**src/rtl/load_store_unit.sv**
```systemverilog
// Byte/halfword/word load-store unit in front of a 128x32 data memory; sub-word stores use read-modify-write.
// Optional LSU_MISALIGN_TRAP_EN: misaligned halfword/word requests complete with Err instead of being force-aligned.
module load_store_unit (
  input  logic        Clk,
  input  logic        Rst_n,
  input  logic        Req,
  input  logic        IsStore,
  input  logic [1:0]  Size,
  input  logic        Unsigned,
  input  logic [8:0]  ByteAddr,
  input  logic [31:0] StoreData,
  output logic        Ready,
  output logic        Done,
  output logic        Err,
  output logic [31:0] LoadData,
  output logic [6:0]  MemAddress,
  output logic [31:0] MemWriteData,
  output logic        MemRead,
  output logic        MemWrite,
  input  logic [31:0] MemReadData
);

  // state | meaning
  // IDLE  | ready, waiting for Req
  // RD    | memory read strobe
  // CAP   | read data valid: extend for loads, merge for sub-word stores
  // WR    | memory write strobe
  // DONE  | completion pulse (Err for rejected requests)
  typedef enum logic [2:0] {IDLE, RD, CAP, WR, DONE} state_t;

  state_t      state_q, state_d;
  logic        is_store_q, is_store_d;
  logic [1:0]  size_q, size_d;
  logic        unsigned_q, unsigned_d;
  logic [8:0]  addr_q, addr_d;
  logic [15:0] store_data_q, store_data_d;
  logic        err_q, err_d;
  logic [31:0] load_data_q, load_data_d;
  logic [31:0] mem_wdata_q, mem_wdata_d;

  logic        illegal;
  logic [8:0]  req_addr;
  logic [4:0]  byte_shamt;
  logic [4:0]  half_shamt;
  logic [31:0] byte_shifted;
  logic [7:0]  lane_byte;
  logic [15:0] lane_half;
  logic [31:0] load_ext;
  logic [31:0] merged;

  always_comb begin
    req_addr = ByteAddr;
`ifdef LSU_MISALIGN_TRAP_EN
    illegal = (Size == 2'b11) ||
              ((Size == 2'b01) && ByteAddr[0]) ||
              ((Size == 2'b10) && (ByteAddr[1:0] != 2'b00));
`else
    illegal = (Size == 2'b11);
    // without the trap, misaligned accesses drop the offset bits
    if (Size == 2'b01) req_addr[0] = 1'b0;
    if (Size == 2'b10) req_addr[1:0] = 2'b00;
`endif
  end

  always_comb begin
    byte_shamt   = {addr_q[1:0], 3'b000};
    half_shamt   = {addr_q[1], 4'b0000};
    byte_shifted = MemReadData >> byte_shamt;
    lane_byte    = byte_shifted[7:0];
    lane_half    = addr_q[1] ? MemReadData[31:16] : MemReadData[15:0];
    case (size_q)
      2'b00:   load_ext = {{24{~unsigned_q & lane_byte[7]}}, lane_byte};
      2'b01:   load_ext = {{16{~unsigned_q & lane_half[15]}}, lane_half};
      default: load_ext = MemReadData;
    endcase
    if (size_q == 2'b00)
      merged = (MemReadData & ~(32'h0000_00FF << byte_shamt)) |
               ({24'h0, store_data_q[7:0]} << byte_shamt);
    else
      merged = (MemReadData & ~(32'h0000_FFFF << half_shamt)) |
               ({16'h0, store_data_q} << half_shamt);
  end

  always_comb begin
    state_d      = state_q;
    is_store_d   = is_store_q;
    size_d       = size_q;
    unsigned_d   = unsigned_q;
    addr_d       = addr_q;
    store_data_d = store_data_q;
    err_d        = err_q;
    load_data_d  = load_data_q;
    mem_wdata_d  = mem_wdata_q;
    case (state_q)
      IDLE: begin
        if (Req) begin
          is_store_d   = IsStore;
          size_d       = Size;
          unsigned_d   = Unsigned;
          addr_d       = req_addr;
          store_data_d = StoreData[15:0];
          err_d        = illegal;
          if (illegal) begin
            state_d = DONE;
          end else if (IsStore && (Size == 2'b10)) begin
            mem_wdata_d = StoreData;
            state_d     = WR;
          end else begin
            state_d = RD;
          end
        end
      end
      RD:  state_d = CAP;
      CAP: begin
        if (is_store_q) begin
          mem_wdata_d = merged;
          state_d     = WR;
        end else begin
          load_data_d = load_ext;
          state_d     = DONE;
        end
      end
      WR:  state_d = DONE;
      DONE: begin
        err_d   = 1'b0;
        state_d = IDLE;
      end
      default: state_d = IDLE;
    endcase
  end

  always_ff @(posedge Clk or negedge Rst_n) begin
    if (!Rst_n) begin
      state_q      <= IDLE;
      is_store_q   <= 1'b0;
      size_q       <= 2'b00;
      unsigned_q   <= 1'b0;
      addr_q       <= 9'h000;
      store_data_q <= 16'h0000;
      err_q        <= 1'b0;
      load_data_q  <= 32'h0;
      mem_wdata_q  <= 32'h0;
    end else begin
      state_q      <= state_d;
      is_store_q   <= is_store_d;
      size_q       <= size_d;
      unsigned_q   <= unsigned_d;
      addr_q       <= addr_d;
      store_data_q <= store_data_d;
      err_q        <= err_d;
      load_data_q  <= load_data_d;
      mem_wdata_q  <= mem_wdata_d;
    end
  end

  assign Ready        = (state_q == IDLE);
  assign MemRead      = (state_q == RD);
  assign MemWrite     = (state_q == WR);
  assign Done         = (state_q == DONE);
  assign Err          = (state_q == DONE) && err_q;
  assign LoadData     = load_data_q;
  assign MemAddress   = addr_q[8:2];
  assign MemWriteData = mem_wdata_q;

endmodule

```
**config.mk**
```make
export PLATFORM = sky130hd
export DESIGN_NAME = load_store_unit
export DESIGN_NICKNAME = d
export VERILOG_FILES = /design/src/rtl/load_store_unit.sv
export SDC_FILE = /design/constraint.sdc
export NUM_CORES = 1
export LEC_CHECK = 0
export ABC_AREA = 1
export CORE_ASPECT_RATIO = 0.8
export CORE_MARGIN = 2
export CORE_UTILIZATION = 32
export CTS_CLUSTER_DIAMETER = 50
export CTS_CLUSTER_SIZE = 20
export DETAILED_ROUTE_END_ITERATION = 8
export PLACE_DENSITY = 0.58
export SETUP_SLACK_MARGIN = 0.4
export SKIP_CTS_REPAIR_TIMING = 1
export SLEW_MARGIN = 20
export SYNTH_ARGS = -nofsm -noshare
export SYNTH_HDL_FRONTEND = slang
export SYNTH_SLANG_ARGS = --single-unit
```
**constraint.sdc**
```tcl
create_clock -name Clk -period 1.9 [get_ports Clk]
set_input_delay 0.38 -clock Clk [delete_from_list [all_inputs] [get_ports Clk]]
set_output_delay 0.38 -clock Clk [all_outputs]
set_load 0.05 [all_outputs]
```
==> results of run 1 <==
[Yosys cell counts (2+ instances only)]
| cell type | n | area [um^2] |
|---|---|---|
| sky130_fd_sc_hd__o211ai_1 | 6 | 45.0 |
| sky130_fd_sc_hd__nor2_2 | 2 | 12.5 |
| sky130_fd_sc_hd__nand2_2 | 8 | 50.1 |
| sky130_fd_sc_hd__buf_6 | 8 | 90.1 |
| sky130_fd_sc_hd__nor2_4 | 4 | 45.0 |
| sky130_fd_sc_hd__dfrtp_1 | 97 | 2430 |
| sky130_fd_sc_hd__buf_4 | 8 | 60.1 |
| sky130_fd_sc_hd__o21ai_0 | 47 | 235 |
| sky130_fd_sc_hd__a21oi_2 | 3 | 26.3 |
| sky130_fd_sc_hd__a21oi_1 | 64 | 320 |
| sky130_fd_sc_hd__nand3_2 | 2 | 20.0 |
| sky130_fd_sc_hd__or2_2 | 25 | 156 |
| sky130_fd_sc_hd__nand2_1 | 333 | 1250 |
| sky130_fd_sc_hd__buf_2 | 26 | 130 |
| sky130_fd_sc_hd__nor2_1 | 50 | 188 |
| sky130_fd_sc_hd__clkbuf_1 | 11 | 41.3 |
| sky130_fd_sc_hd__inv_1 | 65 | 244 |
| sky130_fd_sc_hd__o21ai_1 | 2 | 10.0 |
| sky130_fd_sc_hd__inv_2 | 5 | 18.8 |
| sky130_fd_sc_hd__nand3_1 | 103 | 515 |
[layout make-up]
class                      count  area (um^2)  share of cell area
multi-input combinational    655         3140               0.366
sequential                    97         2430               0.283
timing repair buffer         213         2130               0.248
inverter                      71          294              0.0343
tap                          230          288              0.0335
clock buffer                  11          253              0.0295
timing repair inverter         2         28.8             0.00335
clock inverter                 3         17.5             0.00204
[critical path, cell delays in order, from the launching register on]
cell,delay [ns]
sky130_fd_sc_hd__dfrtp_2,0.45
sky130_fd_sc_hd__nor2_4,0.18
sky130_fd_sc_hd__nand2_2,0.11
sky130_fd_sc_hd__nor2_4,0.12
sky130_fd_sc_hd__buf_12,0.14
[power breakdown]
part           switching (mW)  internal, mW
Sequential              0.696          3.09
Clock                   0.790         0.941
Combinational            7.32          3.74
Total                    8.80          7.78
[flip-flops by register name, summed over array words and instances, names as in the netlist]
signal,flops
unsigned_q,1
LoadData,32
MemWriteData,32
err_q,1
size_q,2
addr_q,9
state_q,3
store_data_q,16
is_store_q,1
[final timing paths]
path	endpoint	startpoint	cells past startpoint
worst max-delay path	Err	state_q[1]	4
worst min-delay path	MemWriteData[8]	MemWriteData[8]	2
worst max register to register	MemWriteData[0]	state_q[1]	9
worst min register to register	MemWriteData[8]	MemWriteData[8]	2
max in group asynchronous	store_data_q[3]	Rst_n	3
min in group asynchronous	LoadData[23]	Rst_n	2
[per-stage QoR]
step           hold WS (ns)  setup slack (ns)  std cells  TNS, ns
2_1_floorplan        0.0844             0.359        876        0
3_3_place_gp          0.320            0.0690       1243        0
3_5_place_dp          0.329            0.0383       1243        0
4_1_cts             -0.0567           -0.0160       1257  -0.0434
5_1_grt               0.505            0.0956       1282        0
6_report              0.474             0.172       1282        0
[metal layers]
layer / vias up / wire length [um] / GRT usage
met3: 17 / 1200 / 0.0389
met4: 0 / 249 / 0.0502
met5: - / 0 / 0
met2: 204 / 9510 / 0.320
li1: 3118 / - / -
met1: 2906 / 10300 / 0.298
[cells by family (layout without fill, tap and decap cells)]
kind of cell | count (synthesis) | after routing
flip-flops | 97 | 97
buffers and inverters | 124 | 300
AO/OA/AOI/OAI | 124 | 124
AND/OR/NAND/NOR | 531 | 531
==> reports/summary.md, run 1 <==
Of all nets on the critical path, the largest fanout is 4. The run gives 14800 um as the post-DP HPWL. The die covers 0.0197 mm^2.

The power per cell area was 1930 mW/mm^2; the number of max-cap violations was 0. In the synthesized netlist, the number of instances is 876. The area fraction in compound gates after synthesis is 0.109, and the post-synthesis register bit count is 97. For the max-slew violation count, the log shows 0. The ratio of final minimum period to clock period is 0.910, and the via count of the first global-routing pass is 5788. Setup repair after global routing could not meet its margin everywhere. The vertical extent of the die was 126 um. For the worst setup path, the data required time is 1.52 ns. The final setup violation count is 0, and the number of antenna violations at the first check in global routing is 0.

The logs give 1.35 ns for the arrival time at the worst endpoint and 4.24 nW for the standby leakage power. Simple-gate portion of the synthesized area: 0.384. Global routing finished with a remaining overflow of 0. The run gives 1129 as the layout net count.

Once placement finished, the instance area stood at 0.00774 mm^2. The effective utilization at floorplan was 0.328; the number of vias after detailed routing was 6245. In the routed design, unresolved DRC markers number 0.

The run finished with clean final reports. In the layout the commonest cells are sky130_fd_sc_hd__nand2_1, sky130_fd_sc_hd__nand3_1, sky130_fd_sc_hd__buf_4, sky130_fd_sc_hd__dfrtp_1, sky130_fd_sc_hd__clkdlybuf4s50_1. TritonCTS built the clock tree. The run gives 0 as the number of inserted diodes. At the pin with the least slew margin, the transition time is 0.498 ns. The number of different library cells in the post-synthesis netlist is 27. The run gives 21200 um as the overall routed net length. The routed length per instance was 16.6 um; the number of input and output port buffers inserted was 155. Routability-driven placement finished with a final weighted congestion of 0.872. 156 I/O pins were placed.

The die width is 157 um, and the proportion of register bits with asynchronous set or reset after synthesis is 1.00. For this block, the initial DRC count from the detailed router was 597. Share of the yosys chip area belonging to registers: 0.408. Summing every instance area after synthesis gives 0.00595 mm^2. Entering global routing, the biggest net connects 46 pins. The number of nets with antenna violations after routing came out at 0.

By area, the combinational part of the netlist is dominated by simple AND/OR/NAND/NOR gates. In this run, synthesis inferred 0 flip-flops with an integrated enable. The first global-routing pass estimated 31700 um of wire. The cell row count was 44.

Critical path start-end classification: flop to primary output. The tools report the count of endpoints failing hold in the final timing report as 0. The multiplexer fraction of the synthesized cell area was 0.

Final clock skew: 0.00907 ns. STA classifies the critical path endpoint as a primary output. The logs give 956 for the post-synth net total and 0 for the number of synthesis warnings. The layout-stage area growth over the synthesis result works out to 44.1%. Counting the fill cells in the layout gives 1859. The maximum vdd ir drop is 794 uV, and the count of clock tree sinks is 97. Total power for the finished layout comes to 16.6 mW. The post-synthesis xor/xnor area fraction was 0. In this run the clock root is driven by a sky130_fd_sc_hd__clkbuf_16. For this run, the leading register cell type out of synthesis is sky130_fd_sc_hd__dfrtp_1. The tools report the finished layout cell area as 0.00858 mm^2.

The nature of the critical path startpoint was a flop. The library cell used most frequently in the layout, excluding fill and tap cells, is sky130_fd_sc_hd__nand2_1. After clock tree synthesis, the clock-pin slew on the worst setup and hold paths is 0.07 ns.

The mean number of vias per cell was 4.87; the post-synthesis adder-cell area fraction was 0. The clock latency of the later-clocked register in the worst-skew pair came out at 0.36 ns. The type of the tightest min-delay check is flop to flop. The worst max-slew margin expressed relative to the limit came out at 0.667.

The core region is 0.0182 mm^2. The flop-to-flop setup slack was 0.26 ns. No sink is reached through more buffers than the 2 on the longest clock path. TritonCTS created 9 clock buffers.

Counting I/O delays and the setup requirement, the final critical path takes 1.73 ns. The share of layout cells above drive strength 1 came out at 0.238. The logs give 3 for the H-tree depth and 579 MHz for the highest achievable clock rate. Before antenna repair, the detailed router went through 5 iterations.

The final standard cell utilization of the core came out at 0.472. The all-layer global routing usage is 0.206. The average instance in the mapped netlist occupies 6.80 um^2.
No activity file was read; power rests on OpenSTA's default activity.
==> run 2, diff against run 1 <==
- CTS_CLUSTER_SIZE: 20 -> unset
==> results of run 2 <==
Final layout, timing and power as in run 1 (identical DEF).
